**src/rtl/ctrl_pipe.sv**
```systemverilog
// ctrl_pipe: control decoder and pipeline control registers.
//   Decodes opcode/funct in ID into a 14-bit control word. The word then moves
//   through the ID/EX, EX/MEM and MEM/WB registers. A multi-cycle multiply
//   holds ID while it runs. Illegal encodings are reported with a pulse and a
//   sticky flag.
//
// Control word: [13]we_reg [12:11]reg_dst [10]alu_src [9]branch [8]we_dm
//               [7:6]dm2reg [5:3]alu_op [2]jump [1]jr [0]mul
//
// Ports:
//   clk, rst_n            clock; synchronous active-low reset
//   opcode, funct         instruction fields in ID
//   valid_id              ID holds a real instruction
//   stall_id, flush_id    hazard stall / kill of the ID instruction
//   ctrl_id               combinational decoded word (0 if invalid or illegal)
//   ctrl_ex/mem/wb        pipeline control registers
//   hold_id               freezes PC and IF/ID (stall or multiply busy)
//   mul_busy, mul_done    multiplier busy level / completion pulse
//   illegal               pulse: illegal instruction accepted from ID
//   illegal_sticky        set by illegal, cleared only by reset
//
// state   | meaning
// IDLE    | no multiply in flight
// BUSY    | multiply running, cnt counts down to 0
module ctrl_pipe #(
  parameter int unsigned MUL_LAT = 4,
  parameter bit          EXT_EN  = 1'b1
) (
  input  logic        clk,
  input  logic        rst_n,
  input  logic [5:0]  opcode,
  input  logic [5:0]  funct,
  input  logic        valid_id,
  input  logic        stall_id,
  input  logic        flush_id,
  output logic [13:0] ctrl_id,
  output logic [13:0] ctrl_ex,
  output logic [13:0] ctrl_mem,
  output logic [13:0] ctrl_wb,
  output logic        hold_id,
  output logic        mul_busy,
  output logic        mul_done,
  output logic        illegal,
  output logic        illegal_sticky
);

  localparam logic [13:0] CW_R    = 14'h2810;
  localparam logic [13:0] CW_LW   = 14'h2440;
  localparam logic [13:0] CW_SW   = 14'h0500;
  localparam logic [13:0] CW_BEQ  = 14'h0208;
  localparam logic [13:0] CW_ADDI = 14'h2400;
  localparam logic [13:0] CW_J    = 14'h0004;
  localparam logic [13:0] CW_JAL  = 14'h3084;
  localparam logic [13:0] CW_ANDI = 14'h2418;
  localparam logic [13:0] CW_ORI  = 14'h2420;
  localparam logic [13:0] CW_SLTI = 14'h2428;
  localparam logic [13:0] CW_JR   = 14'h0002;
  localparam logic [13:0] CW_MUL  = 14'h0011;

  localparam logic [3:0] CNT_INIT = 4'(MUL_LAT - 1);

  typedef enum logic {ST_IDLE, ST_BUSY} mul_st_e;

  mul_st_e     st_q, st_d;
  logic [3:0]  cnt_q, cnt_d;
  logic        done_q, done_d;
  logic        illegal_q, illegal_d;
  logic        sticky_q, sticky_d;
  logic [13:0] ex_q, ex_d;
  logic [13:0] mem_q, wb_q;

  logic [13:0] dec_word;
  logic        dec_legal;
  logic        accept;

  always_comb begin
    dec_word  = '0;
    dec_legal = 1'b1;
    unique case (opcode)
      6'b000000: begin
        unique case (funct)
          6'b001000: begin
            dec_word  = EXT_EN ? CW_JR : '0;
            dec_legal = EXT_EN;
          end
          6'b011000, 6'b011001: begin
            dec_word  = EXT_EN ? CW_MUL : '0;
            dec_legal = EXT_EN;
          end
          default: dec_word = CW_R;
        endcase
      end
      6'b100011: dec_word = CW_LW;
      6'b101011: dec_word = CW_SW;
      6'b000100: dec_word = CW_BEQ;
      6'b001000: dec_word = CW_ADDI;
      6'b000010: dec_word = CW_J;
      6'b000011: dec_word = CW_JAL;
      6'b001100: begin
        dec_word  = EXT_EN ? CW_ANDI : '0;
        dec_legal = EXT_EN;
      end
      6'b001101: begin
        dec_word  = EXT_EN ? CW_ORI : '0;
        dec_legal = EXT_EN;
      end
      6'b001010: begin
        dec_word  = EXT_EN ? CW_SLTI : '0;
        dec_legal = EXT_EN;
      end
      default: dec_legal = 1'b0;
    endcase
  end

  assign ctrl_id = valid_id ? dec_word : '0;
  assign hold_id = stall_id | (st_q == ST_BUSY);
  assign accept  = valid_id & ~hold_id & ~flush_id;

  always_comb begin
    ex_d      = accept ? ctrl_id : '0;
    illegal_d = accept & ~dec_legal;
    // sticky rises together with the pulse, not a cycle later
    sticky_d  = sticky_q | illegal_d;
    st_d      = st_q;
    cnt_d     = cnt_q;
    done_d    = 1'b0;
    unique case (st_q)
      ST_IDLE: begin
        if (accept && ctrl_id[0]) begin
          st_d  = ST_BUSY;
          cnt_d = CNT_INIT;
        end
      end
      ST_BUSY: begin
        if (cnt_q == 4'd0) begin
          st_d   = ST_IDLE;
          done_d = 1'b1;
        end else begin
          cnt_d = cnt_q - 4'd1;
        end
      end
      default: st_d = ST_IDLE;
    endcase
  end

  always_ff @(posedge clk) begin
    if (!rst_n) begin
      st_q      <= ST_IDLE;
      cnt_q     <= '0;
      done_q    <= 1'b0;
      illegal_q <= 1'b0;
      sticky_q  <= 1'b0;
      ex_q      <= '0;
      mem_q     <= '0;
      wb_q      <= '0;
    end else begin
      st_q      <= st_d;
      cnt_q     <= cnt_d;
      done_q    <= done_d;
      illegal_q <= illegal_d;
      sticky_q  <= sticky_d;
      ex_q      <= ex_d;
      // later stages are never stalled so older work drains during a multiply
      mem_q     <= ex_q;
      wb_q      <= mem_q;
    end
  end

  assign ctrl_ex        = ex_q;
  assign ctrl_mem       = mem_q;
  assign ctrl_wb        = wb_q;
  assign mul_busy       = (st_q == ST_BUSY);
  assign mul_done       = done_q;
  assign illegal        = illegal_q;
  assign illegal_sticky = sticky_q;

endmodule

```
**config.mk**
```make
export PLATFORM = sky130hd
export DESIGN_NAME = ctrl_pipe
export DESIGN_NICKNAME = d
export VERILOG_FILES = /design/src/rtl/ctrl_pipe.sv
export SDC_FILE = /design/constraint.sdc
export NUM_CORES = 1
export LEC_CHECK = 0
export CORE_MARGIN = 5
export CORE_UTILIZATION = 45
export DETAILED_ROUTE_END_ITERATION = 8
export PLACE_DENSITY_LB_ADDON = 0.1
export SETUP_SLACK_MARGIN = 0.5
export SKIP_CTS_REPAIR_TIMING = 1
export SLEW_MARGIN = 25
export SYNTH_ARGS = -nofsm -noshare
export SYNTH_HDL_FRONTEND = slang
export SYNTH_SLANG_ARGS = --single-unit
```
**constraint.sdc**
```tcl
create_clock -name clk -period 2.3 [get_ports clk]
set_input_delay 0.23 -clock clk [delete_from_list [all_inputs] [get_ports clk]]
set_output_delay 0.23 -clock clk [all_outputs]
set_load 0.02 [all_outputs]
```
==> results of run 1 <==
[path summary, 6_finish.rpt]
check | from | to | slack [ps]
worst max register to register | cnt_q[0]$_SDFFE_PN0P_ | cnt_q[1]$_SDFFE_PN0P_ | 610
worst max-delay path | opcode[5] | ctrl_id[3] | 530
worst min-delay path | valid_id | ctrl_ex[6]$_SDFF_PN0_ | 360
worst min register to register | ctrl_ex[1]$_SDFF_PN0_ | ctrl_mem[1]$_SDFF_PN0_ | 460
[where the power goes]
part           internal (mW)  switching [mW]
registers              0.814        0.000800
clock network          0.434           0.261
logic                 0.0946          0.0849
[routing by layer]
metal / GRT usage [%] / wire (um)
met5: 0 / 0
met4: 6.640 / 103
met3: 4.378 / 284
met2: 29.33 / 2583
met1: 18.93 / 2035
[cell type report]
| class | instances | area (um2) |
|---|---|---|
| Inverter | 5 | 18.77 |
| Clock inverter | 2 | 60.06 |
| Fill cell | 258 | 757.0 |
| Multi-Input combinational cell | 118 | 854.6 |
| Sequential cell | 47 | 940.9 |
| Timing Repair Buffer | 124 | 1205 |
| Clock buffer | 6 | 72.57 |
| Tap cell | 50 | 62.56 |
[kinds of logic after synthesis]
logic type / count (synthesis)
AND/OR/NAND/NOR: 94
buffers and inverters: 19
XOR/XNOR: 2
adder cells (fa/ha/maj): 2
AO/OA/AOI/OAI: 19
flip-flops: 47
multiplexers: 1
[per-stage QoR]
| stage | util [%] | area (um2) | std cells | setup slack, ps |
|---|---|---|---|---|
| global placement | 72.09 | 2863 | 333 | -213.7 |
| global route | 80.94 | 3214 | 352 | 473.4 |
| finish | 80.94 | 3214 | 352 | 526.7 |
| CTS | 75.43 | 2995 | 341 | -258.4 |
| floorplan | - | 1839 | 184 | 531.8 |
| detailed placement | 72.09 | 2863 | 333 | -240.4 |
[worst max-delay path, stage by stage]
cell            delay (ps)
dlymetal6s2s_1         160
buf_4                  160
and2b_2                250
o22ai_2                110
a21oi_4                240
clkbuf_16              200
nor2_2                  40
buf_4                  160
[cells in the final DEF (no fill, tap or decap), drive strengths merged]
master / instances
a2111oi: 2
a211oi: 1
a21boi: 2
a21o: 1
a21oi: 3
a31oi: 1
a32oi: 1
and2: 27
and2b: 1
and3b: 1
and4: 1
buf: 56
bufinv: 2
clkbuf: 10
clkdlybuf4s50: 51
dfxtp: 47
dlymetal6s2s: 13
ha: 2
inv: 5
mux2i: 1
nand2: 7
nand2b: 2
nand3: 7
nand3b: 1
nor2: 19
nor2b: 1
nor3: 16
nor3b: 1
nor4: 4
nor4b: 1
o21a: 1
o21ai: 2
o22a: 1
o22ai: 1
o2bb2ai: 1
o31a: 2
or2: 1
or3b: 2
or4b: 2
xor2: 2
[sequential cells by signal, summed over array words and instances, names as in the netlist]
name and cells:
ctrl_wb 13, mul_busy 1, ctrl_mem 13, mul_done 1, illegal 1, ctrl_ex 13
cnt_q 4, illegal_sticky 1
==> out/metrics.cfg, run 1 <==
[outcome]
status=finished, final reports clean

[logic_synthesis]
synth_top_family_by_area=simple AND/OR/NAND/NOR gates
syn-cell-area_um2=1832
ys_warn_count=0
yosysTopAreaCellShare_pct=51.37
synth_common_cells=dfxtp_1 (47), and2_1 (27), nor2_1 (18), nor3_1 (15), nand3_1 (7)
async_flop_share_pct=0
yosys.area.top_type=dfxtp_1
ys_types=45
netlist_top_cells_area=dfxtp_1 (51%), and2_1 (9.2%), nor3_1 (4.1%)
synth_xor_area_share_pct=0.9563
synth-simple-area-share_pct=30.26
synth_compound_area_share_pct=9.426
synthMuxAreaShare_pct=0.5464
ys.flop_type=dfxtp_1
synthCells=184
synth-seq-cells=47
syn_nets=203
synth_adder_area_share_pct=1.366
synth.avg_cell_area_um2=9.955
synth-edff-count=0
synth_most_common_cell=dfxtp_1
yosysSeqAreaShare_pct=51.37

[critical_path]
cp_max_fo=5
arrival_ps=1540
worstSetupStartpointType=input pin
crit_required_ps=2070
reg2reg_depth=5
end_kind=output pin
criticalPathCategory=input pin to output pin

[clock_network]
cts_buffers=5
clk_latency_ps=290
cts.sinks=47
root_buffer=clkbuf_8
tritoncts=yes
clk_pin_slew_ps=90
htreeDepth=2
cts.path.max_buffers=2

[layout]
syn2layout_area_growth_pct=75.48
num_antenna_cells=0
drive_above_1_share_pct=31.13
nets=320

[pwr]
power_density_nw_per_um2=525.6
p_leak_nw=1.405
p_total_mw=1.689
peakVddDrop_mv=0.3722

[floorplan]
num_rows=23
die_h_um=73.80
die_w_um=73.80
die-area_um2=5446
ioPinCount=78
start_util_pct=46.12
fp.coreArea_um2=3971

[routing]
routedWlPerCell_um=14.22
drt-total-wl_um=5007
num_vias=1731
route.detailed.drc=0
drt_iter0_drc=89
via_per_inst=4.918
dr.pass1.iters=4
antenna_left=0

[worst_hold_path]
holdPathStages=3
hold_path.class=input pin to register

[timing]
slew_viol_final=0
final.setup_skew_ps=8.974
slew_headroom_pct=72.65
fin_crit_sh_pct=77.10
whs_ps=362.3
timing.final.crit_period_ps=1773
worst_slew_pin_slew_ps=405.9
rsz0062_at_grt=yes
max_freq_mhz=563.9
finalHoldViolCount=0
setup_viol=0
fin_setup_tns_ps=0

[global_route]
grt_usage_pct=16.65
grt-ovfl-total=0
grt_first_pass_wirelength_um=6982
grt_pass1_vias=1587
grt_max_degree=29
antenna_found_initial=0

[place]
gp_congestion=0.8318
portBuffers=77
hpwl_um=3550

[job]
maxCapViolCount=0

No activity file was read; power rests on OpenSTA's default activity.
==> run 2, diff against run 1 <==
CORE_UTILIZATION = 42   (was 45)
clock period = 1.75 ns   (was 2.3 ns; I/O delays follow)
==> out/metrics.cfg, run 2 (synthesized netlist as in run 1, its figures left out) <==
[critical_path]
criticalPathCategory=input pin to output pin
cp_max_fo=5  ; unchanged
r2r_setup_slack_ps=240  ; -370 ps
rr_startpoint=cnt_q[1]$_SDFFE_PN0P_
end_kind=output pin
worstSetupStartpointType=input pin
crit_path_frequent_cell=buf_6
worstPathCellList=clkbuf_2 > buf_6 > buf_4 > nor2_1 > nand2_1 > o22a_1 > nor2_2 > buf_6
slowest_stage=o22a_1
crit_buf_inv=4  ; unchanged
cp_top_family=buffers and inverters
crit_required_ps=1570  ; -500 ps
max_stage_delay_ps=250  ; about the same
r2r-end=cnt_q[0]$_SDFFE_PN0P_
reg2reg_depth=5  ; unchanged
arrival_ps=1430  ; -110 ps

[place]
place_ws_ps=-665.8  ; -425.4 ps
dp_cells=339  ; +1.8%
gp_congestion=0.8351  ; +0.40%
portBuffers=77  ; unchanged
hpwl_um=3492  ; -1.6%
place_area_um2=2948  ; +3.0%

[routing]
drt-total-wl_um=5770  ; +15%
routedWlPerCell_um=15.90  ; +12%
route.detailed.drc=0  ; unchanged
via_per_inst=5.006  ; +1.8%
dr.pass1.iters=4  ; unchanged
antenna_left=0  ; unchanged
drt_iter0_drc=45  ; -49%
num_vias=1817  ; +5.0%

[pwr]
p_int_mw=1.628  ; +21%
pwr-share-seq_pct=50.3  ; +2.1 points
netSwitchingPower_uw=493.4  ; +42%
power.share.clock_pct=36.9  ; -4.2 points
power_frac_comb_pct=12.8  ; +2.2 points
p_leak_nw=2.244  ; +60%
peakVddDrop_mv=0.3916  ; +5.2%
power_density_nw_per_um2=596.2  ; +13%
p_sw_share_pct=23.26  ; +2.8 points
p_total_mw=2.121  ; +26%

[clock_network]
cts.sinks=47  ; unchanged
cts_buffers=5  ; unchanged
cts.path.max_buffers=2  ; unchanged
clk_latency_ps=300  ; about the same
root_buffer=clkbuf_8
htreeDepth=2  ; unchanged
tritoncts=yes
clk_pin_slew_ps=80  ; about the same

[layout]
layout.cells.most_common=dlymetal6s2s_1
syn2layout_area_growth_pct=94.26
num_antenna_cells=0  ; unchanged
fin_cells=363  ; +3.1%
nets=329  ; +2.8%
design_area_um2=3558  ; +11%
layout_common_cells=dlymetal6s2s_1 (53), buf_4 (48), dfxtp_1 (44)
drive_above_1_share_pct=45.66  ; +15 points

[global_route]
grt_max_degree=30  ; +3.4%
grt-ovfl-total=0  ; unchanged
antenna_found_initial=0  ; unchanged
grt_usage_pct=15.49  ; -1.2 points
grt_first_pass_wirelength_um=7458  ; +6.8%
grt_pass1_vias=1634  ; +3.0%

[timing]
timing.final.crit_period_ps=1607
max_freq_mhz=622.3
worst_slew_pin_slew_ps=346.8  ; -59.08 ps
rsz0062_at_grt=yes
fin_crit_sh_pct=91.82
final.setup_skew_ps=5.502  ; -3.472 ps
setup_ws_ps=143.1  ; -383.6 ps
slew_viol_final=0  ; unchanged
setup_viol=0  ; unchanged
slew_headroom_pct=76.83  ; +4.2 points
finalHoldViolCount=0  ; unchanged

[worst_hold_path]
holdPathStages=4  ; +1
holdPathEnd=cnt_q[3]$_SDFFE_PN0P_
min-delay-start=funct[4]
hold_path.class=input pin to register

[floorplan]
start_util_pct=42.66  ; -3.5 points
ioPinCount=78  ; unchanged
die-area_um2=5782  ; +6.2%
num_rows=24  ; +4.3%
die_h_um=76.04  ; +3.0%
die_w_um=76.04  ; +3.0%
fp.coreArea_um2=4294  ; +8.1%

[job]
maxCapViolCount=0  ; unchanged

[outcome]
status=finished, final reports clean

run 2: cell count changes in the layout (fill, tap and decap cells not counted), moves of 5 or more:
| cell | change |
|---|---|
| nor2_1 | -6 |
| nor3_1 | -5 |
| nor2_2 | +5 |
| clkdlybuf4s50_1 | -47 |
| buf_6 | +13 |
| dlymetal6s2s_1 | +40 |
run 2: cell type report:
cell class              count  area, um2
clock buffers               5      68.82
clock inverters             3      43.79
fillers                   231      735.7
inverters                   5      21.27
multi-input cells         119       1051
flip-flops and latches     47      949.7
well taps                  52      65.06
repair buffers            132       1359
run 2: worst max-delay path by stage:
stage	depth (start not counted)	to	startpoint	slack (ps)
finish	8	ctrl_id[13]	opcode[1]	140
detailed placement	7	ctrl_id[13]	opcode[2]	-670
global placement	7	ctrl_id[13]	opcode[2]	-650
floorplan	5	cnt_q[0]$_SDFFE_PN0P_	cnt_q[0]$_SDFFE_PN0P_	330
global route	7	ctrl_id[13]	opcode[3]	40
CTS	7	ctrl_id[13]	opcode[2]	-670
run 2: tightest hold or removal path, cell delays in order:
cell            delay (ps)
dlymetal6s2s_1         170
nand3_1                100
nor2_2                  70
nor3_1                 120
run 2: per-stage QoR:
stage               hold WS (ps)  TNS (ps)  utilization (%)
floorplan                  336.7         0                -
global placement           439.9    -10720            68.65
detailed placement         444.0    -11320            68.65
CTS                        464.2     -8511            71.27
global route               387.2         0            82.87
finish                     376.3         0            82.87
run 2: power groups by stage:
stage	Sequential (mW)	Clock (mW)	Combinational (mW)
2_1_floorplan	1.10	0	0.0949
3_3_place_gp	1.10	0	0.201
3_5_place_dp	1.09	0	0.204
4_1_cts	1.07	0.801	0.204
5_1_grt	1.07	0.849	0.287
6_report	1.07	0.783	0.271
run 2: routing by layer:
layer | global-route usage (%) | vias to the layer above | part of all wire, %
li1 | - | 874 | -
met1 | 18.15 | 868 | 41
met2 | 27.48 | 60 | 52
met3 | 3.073 | 15 | 4.1
met4 | 5.872 | 0 | 2.5
met5 | 0 | - | 0
